**src/rtl/mem_arb_pkg.sv**
```systemverilog
// Shared types and constants for the memory-system D-cache port arbitration.
// Latency: n/a (declarations only).
// Backpressure: n/a (declarations only).
package mem_arb_pkg;

  typedef enum logic [1:0] {
    ARB_IDLE,
    ARB_BUSY_MMU,
    ARB_BUSY_PIPE
  } arb_state_t;

  // Requester encodings used wherever an owner is carried as a single bit.
  localparam logic OWNER_MMU  = 1'b0;
  localparam logic OWNER_PIPE = 1'b1;

  // Privilege levels shared by the MMU and memory-system blocks.
  localparam logic [1:0] PRIV_U = 2'b00;
  localparam logic [1:0] PRIV_S = 2'b01;
  localparam logic [1:0] PRIV_M = 2'b11;

endpackage

```
**src/rtl/arb_watchdog.sv**
```systemverilog
// Busy-cycle watchdog: saturating counter plus sticky timeout flag.
// Latency: flag rises in the busy cycle where the count reaches TIMEOUT_CYCLES.
// Backpressure: none; observes only, never aborts the transaction.
module arb_watchdog #(
  parameter int TIMEOUT_CYCLES = 1024,
  parameter int CNT_W          = $clog2(TIMEOUT_CYCLES + 1)
) (
  input  logic clk,
  input  logic reset,
  input  logic busy_next,
  output logic timeout_err
);

  localparam logic [CNT_W-1:0] LIMIT = CNT_W'(TIMEOUT_CYCLES);

  logic [CNT_W-1:0] cnt_q;
  logic [CNT_W-1:0] cnt_d;

  // Count busy cycles (cycle k of a transaction holds k), saturate, clear on idle.
  always_comb begin
    cnt_d = '0;
    if (busy_next) begin
      cnt_d = (cnt_q == LIMIT) ? cnt_q : cnt_q + CNT_W'(1);
    end
  end

  // Counter register and sticky error; only reset clears the error.
  always_ff @(posedge clk) begin
    if (reset) begin
      cnt_q       <= '0;
      timeout_err <= 1'b0;
    end else begin
      cnt_q <= cnt_d;
      if (cnt_d == LIMIT) begin
        timeout_err <= 1'b1;
      end
    end
  end

endmodule

```
**src/rtl/dcache_port_arbiter.sv**
```systemverilog
// Registered MMU/pipeline arbiter for the single D-cache port, one transaction at a time.
// Latency: grant 1 cycle after request; responses routed combinationally to the owner.
// Backpressure: losing requester simply holds req; MMU priority bounded by MAX_MMU_BURST.
module dcache_port_arbiter
  import mem_arb_pkg::*;
#(
  parameter int MAX_MMU_BURST  = 4,
  parameter int TIMEOUT_CYCLES = 1024,
  parameter int CNT_W          = $clog2(TIMEOUT_CYCLES + 1)
) (
  input  logic        clk,
  input  logic        reset,
  input  logic        virtual_en,
  input  logic        mmu_req,
  input  logic [63:0] mmu_addr,
  output logic        mmu_resp_valid,
  output logic [63:0] mmu_rdata,
  input  logic        pipe_req,
  input  logic [63:0] pipe_addr,
  input  logic        pipe_wrn,
  input  logic [63:0] pipe_wdata,
  input  logic [1:0]  pipe_wlen,
  output logic [63:0] pipe_rdata,
  output logic        pipe_rvalid,
  output logic        pipe_write_done,
  output logic        dc_enable,
  output logic [63:0] dc_addr,
  output logic        dc_wrn,
  output logic [63:0] dc_wdata,
  output logic [1:0]  dc_wlen,
  output logic        dc_virtual_mode,
  input  logic [63:0] dc_rdata,
  input  logic        dc_valid,
  input  logic        dc_write_done,
  output logic        grant_mmu,
  output logic        timeout_err
);

  localparam int                ST_W       = $clog2(MAX_MMU_BURST + 1);
  localparam logic [ST_W-1:0]   STARVE_MAX = ST_W'(MAX_MMU_BURST);

  arb_state_t      state_q;
  arb_state_t      state_d;
  logic [ST_W-1:0] starve_cnt;
  logic            wdog_err;

  // Next-state: grant from IDLE (MMU first unless the pipeline is starved), release on response.
  always_comb begin
    state_d = state_q;
    unique case (state_q)
      ARB_IDLE: begin
        if (mmu_req && !(pipe_req && starve_cnt == STARVE_MAX)) begin
          state_d = ARB_BUSY_MMU;
        end else if (pipe_req) begin
          state_d = ARB_BUSY_PIPE;
        end
      end
      ARB_BUSY_MMU: begin
        if (dc_valid) begin
          state_d = ARB_IDLE;
        end
      end
      ARB_BUSY_PIPE: begin
        if (dc_valid || dc_write_done) begin
          state_d = ARB_IDLE;
        end
      end
      default: state_d = ARB_IDLE;
    endcase
  end

  // State register; reset wins over any in-flight transaction.
  always_ff @(posedge clk) begin
    if (reset) begin
      state_q <= ARB_IDLE;
    end else begin
      state_q <= state_d;
    end
  end

  // Starvation counter: MMU grants won while the pipeline waits, saturating.
  always_ff @(posedge clk) begin
    if (reset) begin
      starve_cnt <= '0;
    end else if (state_q == ARB_IDLE) begin
      if (!pipe_req || state_d == ARB_BUSY_PIPE) begin
        starve_cnt <= '0;
      end else if (state_d == ARB_BUSY_MMU && starve_cnt != STARVE_MAX) begin
        starve_cnt <= starve_cnt + ST_W'(1);
      end
    end
  end

  arb_watchdog #(
    .TIMEOUT_CYCLES (TIMEOUT_CYCLES),
    .CNT_W          (CNT_W)
  ) u_wdog (
    .clk         (clk),
    .reset       (reset),
    .busy_next   (state_d != ARB_IDLE),
    .timeout_err (wdog_err)
  );

  // Port mux and response routing; everything is forced quiet while reset is asserted.
  always_comb begin
    dc_enable       = 1'b0;
    dc_addr         = '0;
    dc_wrn          = 1'b0;
    dc_wdata        = '0;
    dc_wlen         = '0;
    dc_virtual_mode = 1'b0;
    mmu_resp_valid  = 1'b0;
    mmu_rdata       = '0;
    pipe_rvalid     = 1'b0;
    pipe_write_done = 1'b0;
    pipe_rdata      = '0;
    grant_mmu       = 1'b0;
    timeout_err     = 1'b0;
    if (!reset) begin
      timeout_err = wdog_err;
      unique case (state_q)
        ARB_BUSY_MMU: begin
          grant_mmu      = 1'b1;
          dc_enable      = 1'b1;
          dc_addr        = mmu_addr;
          mmu_resp_valid = dc_valid;
          mmu_rdata      = dc_rdata;
        end
        ARB_BUSY_PIPE: begin
          dc_enable       = 1'b1;
          dc_addr         = pipe_addr;
          dc_wrn          = pipe_wrn;
          dc_wdata        = pipe_wdata;
          dc_wlen         = pipe_wlen;
          dc_virtual_mode = virtual_en;
          pipe_rvalid     = dc_valid;
          pipe_write_done = dc_write_done;
          pipe_rdata      = dc_rdata;
        end
        default: ;
      endcase
    end
  end

  // The cache must never answer an idle port, and the walker never issues writes.
  a_no_idle_resp: assert property (@(posedge clk) disable iff (reset)
    (state_q == ARB_IDLE) |-> !(dc_valid || dc_write_done));
  a_no_mmu_write_done: assert property (@(posedge clk) disable iff (reset)
    (state_q == ARB_BUSY_MMU) |-> !dc_write_done);

endmodule

```
**config.mk**
```make
export PLATFORM = sky130hd
export DESIGN_NAME = dcache_port_arbiter
export DESIGN_NICKNAME = d
export VERILOG_FILES = /design/src/rtl/mem_arb_pkg.sv /design/src/rtl/arb_watchdog.sv /design/src/rtl/dcache_port_arbiter.sv
export SDC_FILE = /design/constraint.sdc
export NUM_CORES = 1
export LEC_CHECK = 0
export ABC_AREA = 0
export CORE_AREA = 2 2 206 208
export DETAILED_ROUTE_END_ITERATION = 6
export DIE_AREA = 0 0 208 210
export GPL_TIMING_DRIVEN = 0
export PLACE_DENSITY_LB_ADDON = 0.15
export RECOVER_POWER = 50
export SYNTH_ARGS = -nofsm -noshare
export SYNTH_HDL_FRONTEND = slang
export SYNTH_SLANG_ARGS = --single-unit
```
**constraint.sdc**
```tcl
create_clock -name clk -period 2.2 [get_ports clk]
set_input_delay 0.33 -clock clk [delete_from_list [all_inputs] [get_ports clk]]
set_output_delay 0.33 -clock clk [all_outputs]
set_load 0.02 [all_outputs]
```
## Yosys cells after proc, flatten, opt, wreduce, memory -nomap -nowiden

Cells that the tools add are included.

| word-level totals | value |
|---|---|
| register bits | 17 |
| bits in latches | 0 |
| bits in writable memories | 0 |
| bits in read-only memories | 0 |
| bits of input ports | 266 |
| output and inout port bits | 266 |
| memories | 0 |

| cells by class | value |
|---|---|
| add/sub/neg operators | 2 |
| $mul | 0 |
| div/mod/pow operators | 0 |
| order comparisons | 0 |
| equality and inequality tests | 8 |
| shifts and indexed selects | 0 |
| mux-type cells | 34 |
| bitwise logic cells | 0 |
| reductions and logical operators | 12 |

Operator list:

| operator | count |
|---|---|
| 2-to-1 mux 64 bit | 7 |
| one-hot mux 64 bit (2 select lines) | 1 |
| equality test 11 bit, second input constant | 2 |
| 2-to-1 mux 11 bit | 2 |
| 2-to-1 mux 1 bit | 15 |
| 2-to-1 mux 2 bit | 6 |
| adder 11 x 1 -> 11 bit, second input constant | 1 |
| 2-to-1 mux 3 bit | 2 |
| one-hot mux 2 bit (3 select lines) | 1 |
| equality test 2 x 1 -> 1 bit, second input constant | 2 |
| equality test 2 bit, second input constant | 2 |
| nonzero test 2 bit | 2 |
| adder 3 x 1 -> 3 bit, second input constant | 1 |
| equality test 3 bit, second input constant | 1 |
| logical AND 1 bit | 3 |
| inequality test 3 bit, second input constant | 1 |
| logical NOT 1 bit | 2 |
| logical NOT 2 bit | 1 |
| logical OR 1 bit | 2 |
| AND reduction 2 bit | 1 |
| OR reduction 2 bit | 1 |

## Depth between registers and ports, before layout

| depth | value |
|---|---|
| word-level depth | 10 |
| mapped depth | 8 |

## By module

A second synthesis with hierarchy kept.

| second synthesis, totals | value |
|---|---|
| cells, all modules | 523 |
| area, all modules | 3453.3 sq um |

Modules (own cells, without submodules):

| module | instances | cells an instance | area an instance (sq um) |
|---|---|---|---|
| dcache_port_arbiter | 1 | 430 | 2667.6 |
| arb_watchdog | 1 | 93 | 785.8 |

## Least setup slack after synthesis

Ideal clock, no wire load.

| timing path | value |
|---|---|
| path type | register to output |
| from | reg state_q[0] |
| to | out dc_addr[13] |
| arrival time | 1718 ps |
| data required time | 1870 ps |
| slack | 152 ps |
| stages on the path, launching flop included | 6 |
| path buffers | 2 |
| cell sequence | dfxtp_1 -> ha_1 -> clkbuf_1 -> buf_1 -> a22oi_1 -> nor2_1 |

| on the way | value |
|---|---|
| cells in the longest elaborated chain, start to end | 3 |

RTL lines:

| item | line | RTL |
|---|---|---|
| from (decl) | dcache_port_arbiter.sv:42 | `arb_state_t state_q;` |
| from (signal assigned) | dcache_port_arbiter.sv:77 | `state_q <= state_d;` |
| equality test 2 bit or equality test 2 x 1 -> 1 bit (tied branches) | dcache_port_arbiter.sv:121 | `unique case (state_q)` |
| one-hot mux 64 bit (2 select lines) * | dcache_port_arbiter.sv:121 |  |
| 2-to-1 mux 64 bit * | dcache_port_arbiter.sv:119 | `if (!reset) begin` |
| to (decl) | dcache_port_arbiter.sv:27 | `output logic [63:0] dc_addr,` |

Mark *: on every way between the ends. The rest lies on a longest branch, timed or not.

## Worst setup path after layout

| timing path | value |
|---|---|
| from | reg state_q[0] |
| to | out pipe_rdata[23] |

| on the way | value |
|---|---|
| cells in the longest elaborated chain, start to end | 3 |

RTL lines:

| item | line | RTL |
|---|---|---|
| equality test 2 bit | dcache_port_arbiter.sv:121 |  |
| 2-to-1 mux 64 bit | dcache_port_arbiter.sv:121 |  |
| 2-to-1 mux 64 bit | dcache_port_arbiter.sv:119 |  |
| to (decl) | dcache_port_arbiter.sv:23 | `output logic [63:0] pipe_rdata,` |

No other way between the ends.

==> reports/metrics.cfg <==
[synthesis]
synth-compound-area-share=0.2250
synth_cell_types=45
yosysTopAreaCell=and2_1
synthCells=498
ys.flop_type=dfxtp_1
netlist_area_mm2=0.003253
synth_nets=772
synth_xor_area_frac=0.02962
synth_top_family_by_area=simple AND/OR/NAND/NOR gates
synthArstFlopShare=0
yosysWarnings=0
seq_area_frac_synth=0.1046
synth_fa_ha_area_frac=0.03077
muxShareOfSynthArea=0.003077
synth_top_area_frac=0.3827
synth_edf_count=0
yosys-top-cells-area=and2_1, a22oi_1, dfxtp_1
ys_seq_elements=17
synthSimpleGateAreaFrac=0.5408
syn_area_per_cell_um2=6.532

[worst_setup_path]
required_ns=1.87
cp_common_cell=clkbuf_16
crit_path_end=pipe_rdata[23]
worstRegToRegCells=8
path_buf_inv=5
r2r-end=starve_cnt[2]
worst-setup-path-type=flip-flop to primary output
worst_ep_arrival_time_ns=1.82
worst-path-stages=8
r2r-start=state_q[0]
crit_chain=inv_4, ha_4, nor2b_4, clkbuf_16, clkbuf_16, clkbuf_8, and2_1, buf_4
cp-end-kind=primary output
cp_slowest_cell=dfxtp_4
r2r_slack_ns=0.19
crit_fanout=10
slowest_delay_ns=0.39
critPathLaunch=state_q[0]
worst_setup_path_start_kind=flip-flop
cp_top_family=buffers and inverters

[drt]
wl_per_cell_um=17.54
num_vias=5648
remaining_drc_errors=0
routed_wl_um=27970
drt-initial-drc-count=179
viasPerCell=3.541
drtAntennaViolNets=0
drt_pre_antenna_iters=4

[final_layout]
multi_input_area_mm2=0.002789
post-route-util=0.2161
drive_gt1_frac=0.3302
nFillCells=4734
regArea_um2=347.8
syn2layout_area_growth_pct=175.6
nets=1326

[clocking]
htree_num_levels=1
clk_pin_slew_ns=0.06
cts_tree=built
root_buffer=clkbuf_16
worstSkewPairLatency_ns=0.25
clock_sinks=17
cts_made_buffers=3
clock_path_buffers=2

[timing]
fmax_mhz=464.8
fin_skew_ns=0.006499
finalHoldViolCount=0
worstMarginPinSlew_ns=0.4773
finalCriticalPeriod_ns=2.152
maxSlewViolCount=0
fin_tns_setup_ns=0
finalCritPeriodShare=0.9780
relSlewSlack=0.6818
setup_viol=0
rsz0062_at_grt=true

[die]
dieArea_mm2=0.04368
boundaryPins=532
core_area_mm2=0.04148
initial_core_util=0.07843
die_w_um=208
rows=75
fp.dieH_um=210

[placed_design]
gp_congestion=0.8330
numPortBuffers=531
dpl.hpwl_um=23640

[outcome]
outcome=finished, final reports clean

[power]
ir_worst_vdd_mv=0.2052
p_leak_nw=4.138
total_power_w=0.002082
power.density_mw_per_mm2=232.3

[global_routing]
grt_max_degree=11
grt_pass1_wl_um=39100
grt_overflow=0
grt_pass1_vias=5799
antenna_found_initial=10
grt.total_usage=0.1179

[run]
drv_cap=0

[worst_hold_path]
hold_path.class=flip-flop to flip-flop

registers in the layout, indices dropped and copies added (netlist names):
signal / count
u_wdog.cnt_q: 11
starve_cnt: 3
state_q: 2
u_wdog.timeout_err: 1
metal layers:
| layer | track usage | share of wire | wire (um) | up-vias |
|---|---|---|---|---|
| met3 | 0.02771 | 0.076 | 2127 | 28 |
| met1 | 0.1240 | 0.36 | 10170 | 2538 |
| met4 | 0.02274 | 0.017 | 472 | 4 |
| met5 | 0 | 0.0010 | 29 | - |
| li1 | - | - | - | 2766 |
| met2 | 0.2363 | 0.54 | 15170 | 312 |
Yosys cell counts (2+ instances only):
master    instances
a211oi_1          4
a21oi_1           2
a22oi_1          64
and2_1          199
and3_1            2
buf_1             7
clkbuf_1         37
dfxtp_1          17
ha_1              8
inv_1            12
nand2_1           6
nand2b_1          4
nand3_1           7
nand3b_1          2
nor2_1           76
nor2b_1           4
nor3_1            5
o21ai_0           6
xnor2_1           5
xor2_1            6
worst reg2reg max path: stages, from the launching register on:
cell and delay (ns):
dfxtp_4 0.39, inv_4 0.05, ha_4 0.17, buf_4 0.13, nor2b_4 0.13, o211a_1 0.26, a2111oi_4 0.45, nand3b_1 0.12
a211oi_1 0.23
cells in the final DEF (no fill, tap or decap), drive strengths merged, types with 3 or more instances in the layout:
cell type,count
diode,5
a22oi,64
and2,199
nand2,6
nand2b,4
clkdlybuf4s15,14
nor2,76
nor2b,5
nand3,7
buf,256
dfxtp,17
clkbuf,51
a21oi,3
o21ai,6
inv,12
nor3,6
dlygate4sd2,11
a211oi,4
clkdlybuf4s50,263
xnor2,5
xor2,6
ha,8
report_power, final:
group	total (W)	switching [W]	leakage (nW)	internal, W
sequential	0.000331	0.0000137	0.139	0.000318
clock	0.000380	0.000136	0.0409	0.000244
combinational	0.00137	0.000603	3.96	0.000768
total	0.00208	0.000753	4.14	0.00133
logic make-up (layout without fill, tap and decap cells):
group / after synthesis / count (layout)
xor+xnor: 11 / 11
mux: 1 / 1
buf+inv: 57 / 610
fa+ha+maj: 8 / 8
other cells: 0 / 5
compound gates: 92 / 92
flops: 17 / 17
simple gates: 312 / 312
what timing repair did:
action                                   CTS  global route
gates resized for setup                 1147           121
endpoints found under the hold margin      0             0
hold buffers                               0             0
endpoints found under the setup margin   267           222
pin swaps                                  0             5
cloned                                     4             1
buffers inserted                           9             5
worst min path at each step:
stage	from	end	slack (ns)	cells after the start
2_1_floorplan	reset	state_q[0]	0.40	1
3_3_place_gp	u_wdog.timeout_err	u_wdog.timeout_err	0.45	2
3_5_place_dp	u_wdog.timeout_err	u_wdog.timeout_err	0.45	2
4_1_cts	u_wdog.timeout_err	u_wdog.timeout_err	0.48	2
5_1_grt	u_wdog.timeout_err	u_wdog.timeout_err	0.52	2
6_report	u_wdog.timeout_err	u_wdog.timeout_err	0.47	2
layout make-up:
class | instances | area share
timing repair buffer | 550 | 0.5072
tap | 539 | 0.07523
multi-input combinational | 424 | 0.3111
sequential | 17 | 0.03880
clock inverter | 1 | 0.0005583
buffer | 44 | 0.05178
clock buffer | 3 | 0.008374
inverter | 12 | 0.005583
antenna | 5 | 0.001396
metrics by stage:
| stage | instance area (um2) | setup slack, ns | std cells | hold WS [ns] |
|---|---|---|---|---|
| detailed placement | 9243 | -1.802 | 1568 | 0.4526 |
| CTS | 9007 | -0.09528 | 1585 | 0.4775 |
| finish | 8965 | 0.04842 | 1595 | 0.4674 |
| floorplan | 3253 | 0.1519 | 498 | 0.4028 |
| global placement | 9243 | -1.747 | 1568 | 0.4546 |
| global route | 8965 | -0.04008 | 1595 | 0.5227 |
No activity file was read; power rests on OpenSTA's default activity.
